<file path="src/rtl/pcs_pkg.sv">
// Shared constants and types for the 1000BASE-X PCS receive end-of-packet checker.
// Code-group values are the decoded octets; K/D distinction travels separately.
package pcs_pkg;

   localparam logic [7:0] K28_5       = 8'hBC;
   localparam logic [7:0] SOP         = 8'hFB;
   localparam logic [7:0] EOP         = 8'hFD;
   localparam logic [7:0] CARRIER_EXT = 8'hF7;
   localparam logic [7:0] D21_5       = 8'hB5;
   localparam logic [7:0] D2_2        = 8'h42;
   localparam logic [7:0] D0_0        = 8'h00;

   // Frame tracking state, also exported on the state port for observation.
   typedef logic [1:0] frame_state_t;

   localparam frame_state_t ST_IDLE   = 2'd0;
   localparam frame_state_t ST_PACKET = 2'd1;
   localparam frame_state_t ST_EXTEND = 2'd2;

   // True when the code-group is the control symbol with value v.
   function automatic logic is_k(input logic [7:0] d, input logic k, input logic [7:0] v);
      return k && (d == v);
   endfunction

   // True when the code-group is the data symbol with value v.
   function automatic logic is_d(input logic [7:0] d, input logic k, input logic [7:0] v);
      return !k && (d == v);
   endfunction

endpackage

</file>
<file path="src/rtl/cg_window.sv">
// Valid-gated code-group shift window with fill counter.
// Entry 0 is the newest, entry WIN-1 the oldest. The three oldest entries and
// the full flag are presented as they will be after the current edge, so the
// parent can register decisions in step with the shifted window.
// Optional feature macro: CHECK_END_EARLY_END_EN (adds rx_even storage).
module cg_window
   import pcs_pkg::*;
#(
   parameter int WIN = 3
) (
   input  logic       clk,
   input  logic       rst,
   input  logic       shift,
   input  logic [7:0] in_data,
   input  logic       in_datak,
`ifdef CHECK_END_EARLY_END_EN
   input  logic       in_even,
   output logic       c_even,
`endif
   output logic [7:0] a_data,
   output logic       a_datak,
   output logic [7:0] b_data,
   output logic       b_datak,
   output logic [7:0] c_data,
   output logic       c_datak,
   output logic       full,
   output logic [7:0] old_data,
   output logic       old_datak
);

   localparam int FW = $clog2(WIN + 1);
   localparam logic [FW-1:0] FILL_MAX = FW'(WIN);

   logic [WIN-1:0][7:0] w_data;
   logic [WIN-1:0][7:0] n_data;
   logic [WIN-1:0]      w_datak;
   logic [WIN-1:0]      n_datak;
   logic [FW-1:0]       fill;
   logic [FW-1:0]       n_fill;

   // Next window contents: shift in the new code-group only when accepted.
   always_comb begin
      n_data  = w_data;
      n_datak = w_datak;
      n_fill  = fill;
      if (shift) begin
         n_data  = {w_data[WIN-2:0], in_data};
         n_datak = {w_datak[WIN-2:0], in_datak};
         if (fill != FILL_MAX) n_fill = fill + 1'b1;
      end
   end

   // Window and fill registers.
   always_ff @(posedge clk or posedge rst) begin
      if (rst) begin
         w_data  <= '0;
         w_datak <= '0;
         fill    <= '0;
      end else begin
         w_data  <= n_data;
         w_datak <= n_datak;
         fill    <= n_fill;
      end
   end

`ifdef CHECK_END_EARLY_END_EN
   logic [WIN-1:0] w_even;
   logic [WIN-1:0] n_even;

   // Alignment flag travels alongside each stored code-group.
   always_comb begin
      n_even = w_even;
      if (shift) n_even = {w_even[WIN-2:0], in_even};
   end

   // Alignment flag registers.
   always_ff @(posedge clk or posedge rst) begin
      if (rst) w_even <= '0;
      else     w_even <= n_even;
   end

   assign c_even = n_even[WIN-3];
`endif

   assign a_data    = n_data[WIN-1];
   assign a_datak   = n_datak[WIN-1];
   assign b_data    = n_data[WIN-2];
   assign b_datak   = n_datak[WIN-2];
   assign c_data    = n_data[WIN-3];
   assign c_datak   = n_datak[WIN-3];
   assign full      = (n_fill == FILL_MAX);
   assign old_data  = w_data[WIN-1];
   assign old_datak = w_datak[WIN-1];

endmodule

</file>
<file path="src/rtl/pcs_rx_check_end.sv">
// Receive-side end-of-packet checker for the 1000BASE-X PCS.
// Flags /T/R/R/, /T/R/I/, /R/R/R/, /R/R/S/ and early-end patterns starting at
// the oldest window entry, tracks frame state and measures carrier extension.
// Optional feature macro: CHECK_END_EARLY_END_EN (early_end decode and
// PACKET abort with frame_err); undefined leaves early_end/frame_err at 0.
//
// Handshake: in_valid qualifies data/datak/rx_even for exactly one cycle and
// there is no backpressure. out_valid is high for the single cycle after each
// accepted code-group once the window is full; every flag and pulse is only
// ever high together with out_valid.
module pcs_rx_check_end
   import pcs_pkg::*;
#(
   parameter int WIN       = 3,
   parameter int EXT_CNT_W = 8
) (
   input  logic                 clk,
   input  logic                 rst,
   input  logic                 in_valid,
   input  logic [7:0]           data,
   input  logic                 datak,
   input  logic                 rx_even,
   output logic                 out_valid,
   output logic [7:0]           out_data,
   output logic                 out_datak,
   output logic                 t_r_r,
   output logic                 t_r_i,
   output logic                 r_r_r,
   output logic                 r_r_s,
   output logic                 early_end,
   output logic [EXT_CNT_W-1:0] ext_len,
   output logic                 ext_done,
   output logic                 frame_err,
   output logic [1:0]           state
);

   localparam logic [EXT_CNT_W-1:0] CNT_MAX = '1;

   logic [7:0]           a_data, b_data, c_data;
   logic                 a_k, b_k, c_k;
   logic                 win_full;
   logic                 acc;
   logic                 p_trr, p_tri, p_rrr, p_rrs, p_ee;
   frame_state_t         st_d;
   logic [EXT_CNT_W-1:0] cnt_q, cnt_d, len_d;
   logic                 done_d, err_d;

`ifdef CHECK_END_EARLY_END_EN
   logic c_even;
`endif

   cg_window #(.WIN(WIN)) u_window (
      .clk       (clk),
      .rst       (rst),
      .shift     (in_valid),
      .in_data   (data),
      .in_datak  (datak),
`ifdef CHECK_END_EARLY_END_EN
      .in_even   (rx_even),
      .c_even    (c_even),
`endif
      .a_data    (a_data),
      .a_datak   (a_k),
      .b_data    (b_data),
      .b_datak   (b_k),
      .c_data    (c_data),
      .c_datak   (c_k),
      .full      (win_full),
      .old_data  (out_data),
      .old_datak (out_datak)
   );

   // An edge is a decision point only when it accepts data into a full window.
   assign acc = in_valid & win_full;

   assign p_trr = is_k(a_data, a_k, EOP) & is_k(b_data, b_k, CARRIER_EXT) &
                  is_k(c_data, c_k, CARRIER_EXT);
   assign p_tri = is_k(a_data, a_k, EOP) & is_k(b_data, b_k, CARRIER_EXT) &
                  is_k(c_data, c_k, K28_5);
   assign p_rrr = is_k(a_data, a_k, CARRIER_EXT) & is_k(b_data, b_k, CARRIER_EXT) &
                  is_k(c_data, c_k, CARRIER_EXT);
   assign p_rrs = is_k(a_data, a_k, CARRIER_EXT) & is_k(b_data, b_k, CARRIER_EXT) &
                  is_k(c_data, c_k, SOP);

`ifdef CHECK_END_EARLY_END_EN
   // Comma followed by data then comma, or comma + D21.5/D2.2 + D0.0 on even.
   assign p_ee = is_k(a_data, a_k, K28_5) &
                 ((!b_k & is_k(c_data, c_k, K28_5)) |
                  ((is_d(b_data, b_k, D21_5) | is_d(b_data, b_k, D2_2)) &
                   is_d(c_data, c_k, D0_0) & c_even));
`else
   logic unused_rx_even;
   assign unused_rx_even = rx_even;
   assign p_ee = 1'b0;
`endif

   // Frame state, extension counter and pulse decisions for this edge.
   always_comb begin
      st_d   = state;
      cnt_d  = cnt_q;
      len_d  = ext_len;
      done_d = 1'b0;
      err_d  = 1'b0;
      if (acc) begin
         case (state)
            ST_IDLE: begin
               if (is_k(a_data, a_k, SOP)) st_d = ST_PACKET;
            end
            ST_PACKET: begin
               // End-of-packet wins over an early-end seen on the same triple.
               if (p_trr | p_tri) begin
                  st_d  = ST_EXTEND;
                  cnt_d = '0;
               end else if (p_ee) begin
                  st_d  = ST_IDLE;
                  err_d = 1'b1;
               end
            end
            ST_EXTEND: begin
               if (is_k(a_data, a_k, CARRIER_EXT)) begin
                  if (cnt_q != CNT_MAX) cnt_d = cnt_q + 1'b1;
               end else begin
                  done_d = 1'b1;
                  len_d  = cnt_q;
                  st_d   = is_k(a_data, a_k, SOP) ? ST_PACKET : ST_IDLE;
               end
            end
            default: st_d = ST_IDLE;
         endcase
      end
   end

   // Registered outputs; flags and pulses exist only on accepting edges.
   always_ff @(posedge clk or posedge rst) begin
      if (rst) begin
         out_valid <= 1'b0;
         t_r_r     <= 1'b0;
         t_r_i     <= 1'b0;
         r_r_r     <= 1'b0;
         r_r_s     <= 1'b0;
         early_end <= 1'b0;
         ext_done  <= 1'b0;
         frame_err <= 1'b0;
         ext_len   <= '0;
         cnt_q     <= '0;
         state     <= ST_IDLE;
      end else begin
         out_valid <= acc;
         t_r_r     <= acc & p_trr;
         t_r_i     <= acc & p_tri;
         r_r_r     <= acc & p_rrr;
         r_r_s     <= acc & p_rrs;
         early_end <= acc & p_ee;
         ext_done  <= done_d;
         frame_err <= err_d;
         ext_len   <= len_d;
         cnt_q     <= cnt_d;
         state     <= st_d;
      end
   end

endmodule

</file>
<file path="config.mk">
export PLATFORM = sky130hd
export DESIGN_NAME = pcs_rx_check_end
export DESIGN_NICKNAME = d
export VERILOG_FILES = /design/src/rtl/pcs_pkg.sv /design/src/rtl/cg_window.sv /design/src/rtl/pcs_rx_check_end.sv
export SDC_FILE = /design/constraint.sdc
export NUM_CORES = 1
export LEC_CHECK = 0
export CAP_MARGIN = 40
export CORE_MARGIN = 10
export CORE_UTILIZATION = 60
export DETAILED_ROUTE_END_ITERATION = 8
export DONT_BUFFER_PORTS = 1
export PLACE_DENSITY = 0.76
export SLEW_MARGIN = 25
export SYNTH_ARGS = -nofsm -noshare
export SYNTH_HDL_FRONTEND = slang
export SYNTH_SLANG_ARGS = --single-unit
</file>
<file path="constraint.sdc">
create_clock -name clk -period 2.32 [get_ports clk]
set_input_delay 0.58 -clock clk [delete_from_list [all_inputs] [get_ports clk]]
set_output_delay 0.58 -clock clk [all_outputs]
set_load 0.02 [all_outputs]
</file>
# Yosys cells after proc, flatten, opt, wreduce, memory -nomap -nowiden
# Cells that the tools add are included.
# W data, S select, Z words.
# word_totals
regBits	53
in_bits	13
output_inout_bits	27
wordCells	74
# op_classes
addsub	2
eq_ne	17
muxes	16
n_bitwise	13
reduce_logical	12
# op_table
operator	n
$eq A8 B8 Y1 const B	7
$mux W24	1
$mux W8	3
$pmux W8 S2	1
$ne A2 B2 Y1 const B	6
$and A1 B1 Y1	11
$mux W2	5
$add A8 B1 Y8 const B	1
$ne A8 B8 Y1 const B	1
$logic_and A1 B1 Y1	7
$pmux W2 S3	1
$reduce_and A5 Y1	1
$eq A2 B2 Y1 const B	2
$mux W1	4
$reduce_and A4 Y1	1
$mux W3	1
$reduce_and A3 Y1	1
$add A2 B1 Y2 const B	1
$eq A2 B1 Y1 const B	1
$logic_not A2 Y1	1
$reduce_bool A2 Y1	1
$not A1 Y1	1
$or A1 B1 Y1	1

# Depth between registers and ports, before layout
# logic_depth
ltp_word	8
mapped_depth	8
depth_no_buf	6

# Cells and area by module
# Synthesis repeated with hierarchy kept, for this count alone.
# hier_totals
cells_unflattened	189
area_unflattened_um2	2402.3
# modules_own_cells
module	instances	cells_each	area_each_um2	seq_area_each_um2
pcs_rx_check_end	1	117	1244.9	600.6
cg_window	1	72	1157.4	725.7

# Least setup slack after synthesis
# OpenSTA, ideal clock, no wires.
# synth_timing
path_type	input to register
start	input in_valid
end	register cnt_q[6]
setup_ns	0.080
arrival_ns	1.861
required_ns	2.240
setup_slack_ns	0.378
cell_stages	6
cell_sequence	buf_6 -> mux2i_2 -> o2111a_1 -> nand3_2 -> or4_1 -> o211ai_2
# synth_between
elab_chain_cells	8
word_cells_on_any_way	22
classes_between	eq/ne (8); mux (3); bitwise (5); reduce/logical (6)
# synth_lines
item	line	text
start: declaration	pcs_rx_check_end.sv:19	input logic in_valid,
$mux W24	cg_window.sv:46	if (shift) begin
$eq A8 B8 Y1	pcs_pkg.sv:22	return k && (d == v);
$logic_and A1 B1 Y1	pcs_pkg.sv:22	
$and A1 B1 Y1	pcs_rx_check_end.sv:76, pcs_rx_check_end.sv:78	
$and A1 B1 Y1 (on tied branches)	pcs_rx_check_end.sv:76, pcs_rx_check_end.sv:78	
$or A1 B1 Y1	pcs_rx_check_end.sv:111	if (p_trr | p_tri) begin
$ne A2 B2 Y1 (no source line)	n/a	
$reduce_and A5 Y1 (no source line) (*)	n/a	
end signal: assignment	pcs_rx_check_end.sv:157	cnt_q <= cnt_d;
end: declaration	pcs_rx_check_end.sv:45	logic [EXT_CNT_W-1:0] cnt_q, cnt_d, len_d;
# Every way passes the cells marked *; elsewhere a longest branch is shown, timed or not.
# A chain may end at the register's enable or synchronous reset.

# Worst setup path in the final report
# layout_timing
start	register u_window.w_data (netlist bit u_window.old_data[1])
end	register ext_len[2]
# layout_between
elab_chain_cells	5
# layout_lines
item	line	text
start: declaration	cg_window.sv:34	logic [WIN-1:0][7:0] w_data;
start signal: assignment	cg_window.sv:60	w_data <= n_data;
$mux W24	cg_window.sv:46	
via a_data[1]	pcs_rx_check_end.sv:39	logic [7:0] a_data, b_data, c_data;
$eq A8 B8 Y1	pcs_pkg.sv:22	
$logic_and A1 B1 Y1	pcs_pkg.sv:22	
$not A1 Y1 (no source line)	n/a	
$reduce_and A3 Y1 (no source line)	n/a	
end signal: assignment	pcs_rx_check_end.sv:156	ext_len <= len_d;
end: declaration	pcs_rx_check_end.sv:31	output logic [EXT_CNT_W-1:0] ext_len,
# The timed path passes the listed nets, and every way through them passes these cells.

==> run_results.csv <==
group,metric,value,unit
setup_path,reg2regPathDepth,5,
run_status,outcome,"completed",
sta,final-setup-viol-count,0,
synthesis,synth_top_area_cell,"dfrtp_1",
final_layout,layout_fillers,316,
min_path,holdCritPathClass,"input port to asynchronous set/reset pin",
synthesis,post_syn_area,0.00255,mm²
sta,timing.clock.skew,0.00305,ns
synthesis,synth_cells,216,
setup_path,nature_of_the_critical_path_endpoint,"flip-flop",
pwr,power_report.internal_total,1320,µW
global_routing,grt_max_degree,43,
synthesis,async_flop_share,1.00,
global_routing,global_route.usage.total,0.143,
synthesis,ys_seq_elements,53,
final_layout,register_area,0.00133,mm²
synthesis,syn-mean-instance-area,11.8,µm²
sta,final_min_period_over_clock_period,0.910,
floorplanning,die_height,85.2,µm
global_routing,via_count_of_the_first_global_routing_pass,1619,
global_routing,grt-ovfl-total,0,
final_layout,final_standard_cell_utilization_of_the_core,0.647,
sta,rsz0062_at_grt,"false",
setup_path,critPathMaxFanout,9,
sta,achievable-frequency,473,MHz
sta,finalHoldViolations,0,
floorplanning,num_io_pins,40,
floorplanning,die-width,85.2,µm
final_layout,mostFrequentLayoutCell,"dfrtp_1",
pwr,power.ir.vdd_worst,0.388,mV
clock_tree,post-cts-setup-buffer-count,0,
clock_tree,h-tree-depth,2,
synthesis,synth.distinct_cells,48,
final_layout,flow.area_growth_from_synthesis,3.04,%
drt,met3WireLength,337,µm
floorplanning,fp.dieArea,0.00725,mm²
flow_run,max_cap_violations,0,
clock_tree,clock_sinks,53,
sta,setup_tns_after_final_layout,0,ns
drt,ant_nets,0,
sta,timing_worst_slew_pin_value,0.583,ns
placed_design,numPortBuffers,0,
synthesis,synth_enable_flop_cells,0,
clock_tree,ctsRootBufferMaster,"clkbuf_8",
setup_path,critPathKind,"flip-flop to flip-flop",
drt,wl,4970,µm
drt,remaining_drc_errors,0,
pwr,power.leakage,0.00114,µW
clock_tree,cts.path.max_buffers,2,
sta,layout_setup_ws,0.208,ns
drt,vias,1602,
clock_tree,clkTransAtPathRegs,0.08,ns
global_routing,wire_length_of_the_first_global_routing_pass,8470,µm
drt,route.top_layer_used,"met4",
pwr,comb_power_share,0.104,
clock_tree,clkLatencyLatePin,0.30,ns
pwr,switch_pwr,470,µW
synthesis,ys.flop_type,"dfrtp_1",
pwr,fraction_of_power_consumed_by_the_clock_network,0.287,
final_layout,antenna_diode_count,0,
setup_path,timing.critical_path.arrival,2.31,ns
clock_tree,number_of_cells_upsized_or_downsized_after_cts,0,
drt,drt-wirelength-per-cell,19.0,µm
synthesis,synthesis.yosys.warnings,0,
sta,max-slew-margin-rel,0.612,
drt,drtPass1Iterations,4,
final_layout,layout.cells.most_common_list,"dfrtp_1, nand2_1, mux2_2, nand3_1, mux2_4",
placed_design,hpwl,3670,µm
synthesis,ys_seq_area_frac,0.520,
synthesis,synth_top_cell_area_share,0.520,
global_routing,antenna_found_initial,0,
setup_path,startpoint_type,"flip-flop",
setup_path,r2r_end,"ext_len[2]$_DFFE_PP0P_",
final_layout,multiInputGateArea,0.00107,mm²
placed_design,pre_cts_slack,0.0748,ns
pwr,seq_power_share,0.610,
floorplanning,core,0.00406,mm²
clock_tree,ctsHoldBuffers,0,
setup_path,crit_required,2.51,ns
pwr,power_density,681,mW/mm²
clock_tree,numCtsBuffers,5,
floorplanning,initial_utilization,0.628,
setup_path,timing.rr.start,"u_window.old_data[1]$_DFF_PP0_",
clock_tree,tritoncts,"yes",
floorplanning,rows,23,
final_layout,proportion_of_layout_cells_with_a_drive_suffix_above_1,0.250,
drt,vias_per_cell,6.11,
drt,dr_wl_met2,2640,µm
placed_design,globalplace.congestion,0.833,
drt,wl_met1,1930,µm
pwr,switching_share,0.263,
final_layout,layout.nets,226,
drt,drt_iter0_drc,152,
sta,timing_max_transition_violations_final,0,
synthesis,ys_top_cells_by_area,"dfrtp_1, mux2_2, mux2_4, nand2_1, buf_4",
setup_path,setup_slack_of_the_most_critical_reg_to_reg_path,0.21,ns
sta,fin_crit,2.11,ns
## area by class of cell
| cell class | instances | area share |
|---|---|---|
| repair buffers | 5 | 0.0191 |
| flip-flops and latches | 53 | 0.505 |
| well taps | 50 | 0.0238 |
| clock buffers | 7 | 0.0329 |
| inverters | 7 | 0.0100 |
| multi-input cells | 140 | 0.409 |
## state kept, by name, indices dropped and copies added (netlist names)
signal / cells
u_window.fill: 2
u_window.old_data: 8
r_r_s: 1
ext_done: 1
ext_len: 8
t_r_r: 1
t_r_i: 1
out_valid: 1
cnt_q: 8
u_window.w_data: 16
u_window.w_datak: 3
r_r_r: 1
state: 2
## cells by family after synthesis
kind of cell / share of synthesized area
AOI/OAI and AO/OA: 0.0933
adders and majority gates: 0.00491
other: 0.00147
and+or+nand+nor: 0.167
buffers and inverters: 0.0594
DFF: 0.520
muxes: 0.153
## per-stage QoR
stage | cell area (µm²) | hold WS, ns | total power (µW) | instances
floorplan | 2550 | 0.466 | 1280 | 217
global placement | 2540 | 0.478 | 1280 | 255
detailed placement | 2540 | 0.499 | 1300 | 255
CTS | 2630 | 0.192 | 1810 | 262
global route | 2630 | 0.216 | 1860 | 262
finish | 2630 | 0.184 | 1790 | 262
## Yosys cell counts, types with 2 or more instances
library cell / count
buf_6: 3
nor2b_1: 2
mux2i_1: 2
nand3_2: 2
nor4b_1: 3
nor3_1: 2
nand3_1: 15
or2_2: 2
o31a_1: 4
nand2b_1: 6
nand4_1: 6
buf_4: 10
inv_1: 6
nand2_1: 22
clkbuf_1: 3
and4b_1: 2
o22ai_1: 2
nor2_1: 7
o22ai_2: 2
and4_1: 2
mux2_4: 8
mux2_2: 21
o21ai_1: 7
dfrtp_1: 53
## critical path, stage by stage, from the launching register on
cell and delay (ns):
dfrtp_1 0.48, mux2_2 0.33, a21boi_4 0.16, nand4_1 0.15, and2_1 0.52, mux2_4 0.36
## how the worst max path moves through the flow
stage                                               from                endpoint  slack, ns  cells past startpoint
final                     u_window.old_data[1]$_DFF_PP0_  ext_len[2]$_DFFE_PP0P_       0.21                      5
after global routing      u_window.old_data[5]$_DFF_PP0_  ext_len[2]$_DFFE_PP0P_       0.14                      5
after CTS                 u_window.old_data[1]$_DFF_PP0_  ext_len[2]$_DFFE_PP0P_       0.21                      5
after detailed placement                        in_valid  ext_len[2]$_DFFE_PP0P_       0.07                      5
after global placement                          in_valid  ext_len[1]$_DFFE_PP0P_       0.14                      5
after floorplan                                 in_valid    cnt_q[6]$_DFFE_PP0P_       0.38                      6
## power by group through the flow
stage	clock network (µW)	logic (µW)	registers [µW]
after floorplan	0	223	1050
after global placement	0	177	1100
after detailed placement	0	185	1110
after CTS	528	187	1090
after global routing	562	203	1100
final	513	185	1090
## layer usage
metal	up-vias	GRT usage
met1	801	0.160
met4	0	0.0449
met5	-	0
met3	7	0.0516
met2	36	0.246
li1	758	-
Power figures use the tool's default switching activity.
